==> src/rtl/spike_pkg.sv <==
// Shared types and default widths for the spike interface blocks.
package spike_pkg;

  typedef enum logic {IDLE, RUN} state_e;

  localparam int WIN_W_DEF = 16;
  localparam int CNT_W_DEF = 8;
  localparam int ISI_W_DEF = 16;

endpackage

==> src/rtl/spike_rate_decoder_if.sv <==
// Control and result bundle between a spike rate decoder and its user.
interface spike_rate_decoder_if
  import spike_pkg::*;
#(
  parameter int WIN_W = WIN_W_DEF,
  parameter int CNT_W = CNT_W_DEF,
  parameter int ISI_W = ISI_W_DEF
);

  logic             en;
  logic             spike_in;
  logic [WIN_W-1:0] window_len;
  logic [CNT_W-1:0] rate;
  logic             rate_sat;
  logic             rate_valid;
  logic [ISI_W-1:0] isi;
  logic             isi_valid;

  modport master (
    output en, spike_in, window_len,
    input  rate, rate_sat, rate_valid, isi, isi_valid
  );

  modport slave (
    input  en, spike_in, window_len,
    output rate, rate_sat, rate_valid, isi, isi_valid
  );

endinterface

==> src/rtl/spike_edge_detect.sv <==
// Rising-edge pulse for a spike line; SPIKE_SYNC_EN adds a 2-flop synchronizer in front.
module spike_edge_detect (
  input  logic clk,
  input  logic rst,
  input  logic spike_i,
  output logic edge_o
);

  logic spike_s;
  logic spike_q;

`ifdef SPIKE_SYNC_EN
  logic [1:0] sync_q;

  always_ff @(posedge clk) begin
    if (rst) sync_q <= 2'b00;
    else     sync_q <= {sync_q[0], spike_i};
  end

  assign spike_s = sync_q[1];
`else
  assign spike_s = spike_i;
`endif

  always_ff @(posedge clk) begin
    if (rst) spike_q <= 1'b0;
    else     spike_q <= spike_s;
  end

  assign edge_o = spike_s & ~spike_q;

endmodule

==> src/rtl/spike_rate_decoder.sv <==
// Converts a spike line into per-window rate counts and inter-spike intervals.
// Optional input synchronizer is selected by SPIKE_SYNC_EN (see spike_edge_detect).
module spike_rate_decoder
  import spike_pkg::*;
#(
  parameter int WIN_W = WIN_W_DEF,
  parameter int CNT_W = CNT_W_DEF,
  parameter int ISI_W = ISI_W_DEF
) (
  input  logic                 clk,
  input  logic                 rst,
  spike_rate_decoder_if.slave  bus_if
);

  localparam logic [CNT_W-1:0] CNT_MAX = {CNT_W{1'b1}};
  localparam logic [ISI_W-1:0] ISI_MAX = {ISI_W{1'b1}};

  state_e           state_q, state_d;
  logic [WIN_W-1:0] win_cnt_q, win_cnt_d;
  logic [CNT_W-1:0] count_q, count_d;
  logic             sat_q, sat_d;
  logic [ISI_W-1:0] timer_q, timer_d;
  logic             armed_q, armed_d;
  logic [CNT_W-1:0] rate_q, rate_d;
  logic             rate_sat_q, rate_sat_d;
  logic             rate_valid_q, rate_valid_d;
  logic [ISI_W-1:0] isi_q, isi_d;
  logic             isi_valid_q, isi_valid_d;
  logic [CNT_W-1:0] cnt_nxt;
  logic             sat_nxt;
  logic             edge_w;

  spike_edge_detect u_edge (
    .clk     (clk),
    .rst     (rst),
    .spike_i (bus_if.spike_in),
    .edge_o  (edge_w)
  );

  always_ff @(posedge clk) begin
    if (rst) begin
      state_q      <= IDLE;
      win_cnt_q    <= '0;
      count_q      <= '0;
      sat_q        <= 1'b0;
      timer_q      <= '0;
      armed_q      <= 1'b0;
      rate_q       <= '0;
      rate_sat_q   <= 1'b0;
      rate_valid_q <= 1'b0;
      isi_q        <= '0;
      isi_valid_q  <= 1'b0;
    end else begin
      state_q      <= state_d;
      win_cnt_q    <= win_cnt_d;
      count_q      <= count_d;
      sat_q        <= sat_d;
      timer_q      <= timer_d;
      armed_q      <= armed_d;
      rate_q       <= rate_d;
      rate_sat_q   <= rate_sat_d;
      rate_valid_q <= rate_valid_d;
      isi_q        <= isi_d;
      isi_valid_q  <= isi_valid_d;
    end
  end

  always_comb begin
    state_d      = state_q;
    win_cnt_d    = win_cnt_q;
    count_d      = count_q;
    sat_d        = sat_q;
    timer_d      = timer_q;
    armed_d      = armed_q;
    rate_d       = rate_q;
    rate_sat_d   = rate_sat_q;
    rate_valid_d = 1'b0;
    isi_d        = isi_q;
    isi_valid_d  = 1'b0;
    // sat flags an edge that arrived while the count was already full
    cnt_nxt = (edge_w && (count_q != CNT_MAX)) ? count_q + CNT_W'(1) : count_q;
    sat_nxt = sat_q | (edge_w && (count_q == CNT_MAX));

    case (state_q)
      IDLE: begin
        if (bus_if.en && (bus_if.window_len != '0)) begin
          state_d   = RUN;
          win_cnt_d = bus_if.window_len;
          count_d   = '0;
          sat_d     = 1'b0;
          timer_d   = '0;
          armed_d   = 1'b0;
        end
      end
      RUN: begin
        if (!bus_if.en) begin
          state_d = IDLE;
        end else begin
          if (edge_w) begin
            timer_d = ISI_W'(1);
            armed_d = 1'b1;
            if (armed_q) begin
              isi_d       = timer_q;
              isi_valid_d = 1'b1;
            end
          end else if (timer_q != ISI_MAX) begin
            timer_d = timer_q + ISI_W'(1);
          end

          // an edge in the final cycle still belongs to the closing window
          if (win_cnt_q == WIN_W'(1)) begin
            rate_d       = cnt_nxt;
            rate_sat_d   = sat_nxt;
            rate_valid_d = 1'b1;
            win_cnt_d    = bus_if.window_len;
            count_d      = '0;
            sat_d        = 1'b0;
            if (bus_if.window_len == '0) state_d = IDLE;
          end else begin
            win_cnt_d = win_cnt_q - WIN_W'(1);
            count_d   = cnt_nxt;
            sat_d     = sat_nxt;
          end
        end
      end
      default: state_d = IDLE;
    endcase
  end

  assign bus_if.rate       = rate_q;
  assign bus_if.rate_sat   = rate_sat_q;
  assign bus_if.rate_valid = rate_valid_q;
  assign bus_if.isi        = isi_q;
  assign bus_if.isi_valid  = isi_valid_q;

endmodule
==> src/flat_wrapper.sv <==
// flat-port wrapper written by rule: the top's interface ports become plain ports
module spike_rate_decoder_flat import spike_pkg::*;
#(
  parameter int WIN_W = WIN_W_DEF,
  parameter int CNT_W = CNT_W_DEF,
  parameter int ISI_W = ISI_W_DEF
)
  (clk, rst, bus_if_en, bus_if_spike_in, bus_if_window_len, bus_if_rate, bus_if_rate_sat, bus_if_rate_valid, bus_if_isi, bus_if_isi_valid);
  spike_rate_decoder_if #(.WIN_W(WIN_W), .CNT_W(CNT_W), .ISI_W(ISI_W)) bus_if_i ();
  input  logic clk;
  input  logic rst;
  input wire logic [$bits(bus_if_i.en)-1:0] bus_if_en;
  input wire logic [$bits(bus_if_i.spike_in)-1:0] bus_if_spike_in;
  input wire logic [$bits(bus_if_i.window_len)-1:0] bus_if_window_len;
  output wire logic [$bits(bus_if_i.rate)-1:0] bus_if_rate;
  output wire logic [$bits(bus_if_i.rate_sat)-1:0] bus_if_rate_sat;
  output wire logic [$bits(bus_if_i.rate_valid)-1:0] bus_if_rate_valid;
  output wire logic [$bits(bus_if_i.isi)-1:0] bus_if_isi;
  output wire logic [$bits(bus_if_i.isi_valid)-1:0] bus_if_isi_valid;
  assign bus_if_i.en = bus_if_en;
  assign bus_if_i.spike_in = bus_if_spike_in;
  assign bus_if_i.window_len = bus_if_window_len;
  assign bus_if_rate = bus_if_i.rate;
  assign bus_if_rate_sat = bus_if_i.rate_sat;
  assign bus_if_rate_valid = bus_if_i.rate_valid;
  assign bus_if_isi = bus_if_i.isi;
  assign bus_if_isi_valid = bus_if_i.isi_valid;
  spike_rate_decoder #(.WIN_W(WIN_W), .CNT_W(CNT_W), .ISI_W(ISI_W)) u_core (.clk(clk), .rst(rst), .bus_if(bus_if_i));
endmodule
==> config.mk <==
export PLATFORM = sky130hd
export DESIGN_NAME = spike_rate_decoder_flat
export DESIGN_NICKNAME = d
export VERILOG_FILES = /design/src/rtl/spike_pkg.sv /design/src/rtl/spike_rate_decoder_if.sv /design/src/rtl/spike_edge_detect.sv /design/src/rtl/spike_rate_decoder.sv /design/src/flat_wrapper.sv
export SDC_FILE = /design/constraint.sdc
export NUM_CORES = 1
export LEC_CHECK = 0
export BUFFER_PORTS_ARGS = -buffer_cell sky130_fd_sc_hd__buf_2
export CORE_ASPECT_RATIO = 1.25
export CORE_UTILIZATION = 51
export CTS_BUF_LIST = sky130_fd_sc_hd__clkbuf_2 sky130_fd_sc_hd__clkbuf_4 sky130_fd_sc_hd__clkbuf_8
export DETAILED_ROUTE_END_ITERATION = 12
export GPL_ROUTABILITY_DRIVEN = 0
export PLACE_DENSITY = 0.8
export SLEW_MARGIN = 20
export SYNTH_ARGS = -nofsm -noshare
export SYNTH_HDL_FRONTEND = slang
export SYNTH_SLANG_ARGS = --single-unit
==> constraint.sdc <==
create_clock -name clk -period 3.4 [get_ports clk]
set_input_delay 0.68 -clock clk [delete_from_list [all_inputs] [get_ports clk]]
set_output_delay 0.68 -clock clk [all_outputs]
set_load 0.005 [all_outputs]
### Word level (Yosys, flattened, before mapping)

Index checks and enable logic that the tools add are counted.

* bits in registers: 71
* input bits: 20
* output and inout bits: 27
* word-level logic and storage cells: 69

* add/subtract/negate cells: 3
* eq/ne operators: 8
* muxes and demuxes: 28
* bitwise operators: 6
* reductions and logical operators: 12

Operator list (number)
* 16-bit 2-to-1 mux: 7
* 16-bit one-hot mux with 2 select lines: 2
* 8-bit 2-to-1 mux: 4
* 16-bit by 1-bit adder with 16-bit output (second input constant): 1
* 16-bit by 1-bit equality test with 1-bit output (second input constant): 1
* 16-bit logical NOT: 1
* 16-bit inequality test (second input constant): 1
* 8-bit one-hot mux with 2 select lines: 1
* 16-bit nonzero test: 1
* 16-bit by 1-bit subtractor with 16-bit output (second input constant): 1
* 1-bit 2-to-1 mux: 11
* 3-bit AND reduction: 3
* 8-bit by 1-bit adder with 8-bit output (second input constant): 1
* 8-bit equality test (second input constant): 1
* 8-bit inequality test (second input constant): 1
* 1-bit one-hot mux with 2 select lines: 3
* 2-bit inequality test (second input constant): 2
* 1-bit NOT: 4
* 4-bit AND reduction: 1
* 4-bit OR reduction: 1
* 1-bit logical AND: 3
* 3-bit inequality test (second input constant): 1
* 3-bit OR reduction: 1
* 2-bit by 1-bit inequality test with 1-bit output (second input constant): 1
* 3 further kinds: 3

### Depth between registers and ports, before layout

* depth after elaboration: 7
* depth in mapped cells: 8
* depth with buffers taken out: 7

### Cells and area by module

A second synthesis with hierarchy kept.

* cell total of the unflattened synthesis: 463
* area total of the unflattened synthesis: 3579.7 µm²

Modules (own cells, without submodules)
* spike_rate_decoder: times used 1, cells an instance 460, area an instance 3532.1 µm², seq. area each 1401.3 µm²
* spike_edge_detect: times used 1, cells an instance 3, area an instance 47.5 µm², seq. area each 20.0 µm²

### Worst setup path before layout

Ideal clock, no wire load.

* kind: input to register
* start point: in bus_if_window_len[11]
* end point: reg u_core.timer_q[2]
* arrival time: 2.024 ns
* required time: 3.342 ns
* path slack: 1.318 ns
* stages on the path: 7
* path buffers: 2
* cells stage by stage: nor4_1 > nand4_1 > o21a_1 > buf_2 > a21oi_1 > buf_2 > o22a_1

* word-level cells in the longest chain between the ends: 4

RTL lines
* start, declared: line flat_wrapper.sv:14 `input wire logic [$bits(bus_if_i.window_len)-1:0] bus_if_window_len;`
* 16-bit nonzero test: line spike_rate_decoder.sv:86 `if (bus_if.en && (bus_if.window_len != '0)) begin`
* 1-bit logical AND: line spike_rate_decoder.sv:86
* 2-bit by 1-bit inequality test with 1-bit output (no source line)
* 3-bit AND reduction (no source line)
* end signal, assigned: line spike_rate_decoder.sv:58 `timer_q <= timer_d;`
* end, declared: line spike_rate_decoder.sv:22 `logic [ISI_W-1:0] timer_q, timer_d;`

Every way passes these cells.
A chain may end at the register's enable or synchronous reset.

### Final worst setup path

* start point: reg u_core.win_cnt_q[1]
* end point: reg u_core.win_cnt_q[6]

* word-level cells in the longest chain between the ends: 4
* elaborated cells on any way between the ends: 5

RTL lines
* start, declared: line spike_rate_decoder.sv:19 `logic [WIN_W-1:0] win_cnt_q, win_cnt_d;`
* start signal, assigned: line spike_rate_decoder.sv:55 `win_cnt_q <= win_cnt_d;`
* 16-bit by 1-bit subtractor with 16-bit output / 16-bit by 1-bit equality test with 1-bit output (equally long branches): line spike_rate_decoder.sv:120, spike_rate_decoder.sv:111
* 16-bit 2-to-1 mux *: line spike_rate_decoder.sv:111 `if (win_cnt_q == WIN_W'(1)) begin`
* 16-bit 2-to-1 mux *: line spike_rate_decoder.sv:96 `if (!bus_if.en) begin`
* 16-bit one-hot mux with 2 select lines *: line spike_rate_decoder.sv:84 `case (state_q)`

Mark *: on every way between the ends. The rest lies on a longest branch, timed or not. The select of a mux whose other input is x is not followed.

==> summary.txt <==
Worst setup path
  • Critical path class: flop to flop
  • R2r endpoint: u_core.win_cnt_q[6]
  • Crit-path max FO: 30
  • Type of origin of the critical path: flop
  • R2r setup slk: 1.03 ns
  • Crit Reg-Reg Startpoint: u_core.win_cnt_q[1]
  • Reg2reg path depth: 6
  • Worst setup EP type: flop
  • WP data required: 3.63 ns
  • CP Launch Point: u_core.win_cnt_q[1]
  • Crit path DAT: 2.60 ns

Detailed routing
  • Vias: approximately 3,500
  • Wire length on met2: 4320 um
  • Antenna Nets Post-Route: 0
  • Drt via density: ~6.0
  • DR top layer: met4
  • Initial DRC Count: roughly 210
  • Routed len/inst: between 10 and 15 um
  • # DRC: 0
  • Drt total wl: 8490 um
  • Routed metal-1 wirelength: 3670 um
  • TritonRoute pass-1 iters: 4
  • Metal3 WL: roughly 370 um

Power and ir drop
  • Worst vdd ir: 0.259 mV
  • Clk pwr share: between 40 and 50%
  • Switching pwr: 470 uW
  • Pwr Total: 1.83 mW
  • PD cells: 446 nW/um^2
  • Internal power: 1.36 mW
  • Sequential share of power: 48.1%
  • Combinational Power Share: 10.8%
  • Sw Ratio: approximately a quarter
  • Leakage power total: 1.49 nW

Die
  • Initial core utilization: between 50% and 60%
  • CORE AREA: 6690 sq um
  • Site Rows: 33
  • Die Ht: roughly 96 um
  • Die width: roughly 77 um
  • DIE AREA: 7420 sq um
  • Io pins: 47

Clock network
  • Root Driver: clkbuf_8
  • Post-CTS Setup Inserts: 0
  • Max H-tree Level: 3
  • Post-CTS Hold Buffers: 0
  • TritonCTS clock tree: done
  • CTS resizes: 0
  • CTS sink cnt: 71
  • Reg clk slew, reported paths: approximately 0.08 ns
  • Worst-skew pair later-pin latency: approximately 0.34 ns
  • Number of buffers created by CTS: 9
  • Max clock buf depth: 2

Min path
  • End point of the worst hold path: u_core.bus_if.isi[12]
  • Hold_sp: u_core.bus_if.isi[12]
  • Hold depth: 2
  • Worst min path class: flop to flop

Synth
  • Asr flop ratio synth: 0%
  • Main synth FF type: dfxtp_1
  • Synth Register Bits: 71
  • Main combinational cell family by area after synthesis: simple AND/OR/NAND/NOR gates
  • Number of synthesized flops with an enable pin: 0
  • Register area share after synthesis: 39.4%
  • Count of cell types in the netlist: 61
  • Yosys warns: 0
  • Post-Synth Simple-Gate Area: 29.7%
  • Syn Area/Cell: 7.95 sq um
  • Synth Cell Area: 3610 sq um
  • Multiplexer share of the synthesized area: 1.49%
  • Post-Synthesis Cells: ~450
  • Synth Area in Adders: between 1 and 1.5%
  • Net Count, Synth: between 400 and 500
  • Compound-cell area share of the yosys netlist: 22.9%
  • Synth Area in XOR/XNOR: 1.21%

STA
  • Fin crit share: 69.6%
  • Period minus WS final: 2.37 ns
  • Final Hold Fails: 0
  • Hold Slack: around 0.45 ns
  • Final setup violation count: 0
  • RSZ-0062 raised after global routing: no
  • Slew @ Worst Pin: ~0.95 ns
  • Max Slew Vio Count: 0
  • Setup ws final: 1.03 ns
  • Setup TNS: 0 ns
  • Fin Clk Skew: slightly above 0.005 ns
  • Max_slew headroom: 36.4%
  • F_max: 0.422 GHz

Global route
  • Maximum number of pins on one net before global-route repair: 35
  • First-pass GRT wire length: ~14,000 um
  • Remaining global-route overflow: 0
  • Total Routing Usage GR: between 20% and 30%
  • Initial antenna violation count: 0
  • Via count of the first global-routing pass: 3,177

Layout
  • Register area: 1420 sq um
  • Utilization after layout: 61.4%
  • Ant diodes: 0
  • Area Overhead vs Synth: 13.7%
  • Post-route cell area: 4100 sq um
  • Most common cell after layout, fill and taps aside: dfxtp_1
  • Final nets: 514
  • Share of cells above drive strength 1: 17.2%
  • Most frequent cells in the layout: dfxtp_1 (71), nand2_1 (64), nor2_1 (46), buf_2 (46), a21oi_1 (43)
  • Multi-input logic area: 2050 sq um
  • Filler instances: 622
  • Non-Filler Instances: 581

Outcome
  • Status: completed

Placement
  • Placed insts: 566
  • Port Buffers: 46
  • Post-Place Cell Area: 3880 sq um
  • Pre-CTS setup slack: roughly 0.74 ns
  • Post-DP HPWL: 6000 um

Run
  • Max-cap violations: 0
-- cell type report --
cell class                 instances  share of cell area [%]
multi-input combinational        348                    49.9
timing repair buffer              52                    6.71
inverter                           8                   0.732
clock inverter                     5                    2.01
clock buffer                      10                    3.35
sequential                        71                    34.6
tap                               87                    2.65
-- flip-flops by register name, summed over array words and instances (netlist names), 8 cells and up --
name                count
u_core.win_cnt_q       16
u_core.bus_if.rate      8
u_core.count_q          8
u_core.timer_q         16
u_core.bus_if.isi      16
-- worst max-delay path by stage --
stage	end	slack [ns]	depth (start not counted)
finish	u_core.win_cnt_q[6]	1.03	6
global route	u_core.win_cnt_q[6]	0.78	6
CTS	u_core.win_cnt_q[6]	1.03	6
detailed placement	u_core.win_cnt_q[1]	0.74	7
global placement	u_core.win_cnt_q[1]	0.83	7
floorplan	u_core.timer_q[2]	1.32	7
-- power by group through the flow --
stage	Clock [mW]	Combinational [mW]	Sequential, mW
2_1_floorplan	0	0.151	0.890
6_report	0.751	0.198	0.879
4_1_cts	0.765	0.197	0.878
3_3_place_gp	0	0.190	0.896
3_5_place_dp	0	0.195	0.898
5_1_grt	0.796	0.220	0.882
-- synth_stat cells (all sizes together) (8+ instances only) --
| library cell | count | area [sq um] |
|---|---|---|
| dfxtp | 71 | 1420 |
| nand2 | 64 | 240 |
| nor2 | 47 | 184 |
| a21oi | 43 | 215 |
| o21ai | 27 | 135 |
| nor3 | 22 | 110 |
| clkbuf | 20 | 75.1 |
| nand3 | 12 | 60.1 |
| nand4 | 12 | 75.1 |
| nor4 | 10 | 98.8 |
| o22a | 10 | 87.6 |
| a211oi | 9 | 67.6 |
| and2 | 8 | 50.1 |
| inv | 8 | 30.0 |
-- logic make-up (layout without fill, tap and decap cells) --
| kind of cell | after synthesis | after routing |
|---|---|---|
| xor+xnor | 5 | 5 |
| fa+ha+maj | 4 | 4 |
| mux | 5 | 5 |
| buf+inv | 35 | 75 |
| flops | 71 | 71 |
| simple gates | 208 | 208 |
| compound gates | 126 | 126 |
-- per-layer routing --
layer,track usage (%),vias up
met5,0,-
met4,11.0,0
met3,4.93,14
met2,43.7,87
met1,27.2,1641
li1,-,1718
-- worst max-delay path: stages (launching register included) --
cell,delay (ns)
dfxtp_1,0.32
inv_1,0.09
ha_1,0.15
nor4b_4,0.37
a41o_1,0.88
nor3_1,0.10
a2111oi_0,0.34
Power figures use the tool's default switching activity.
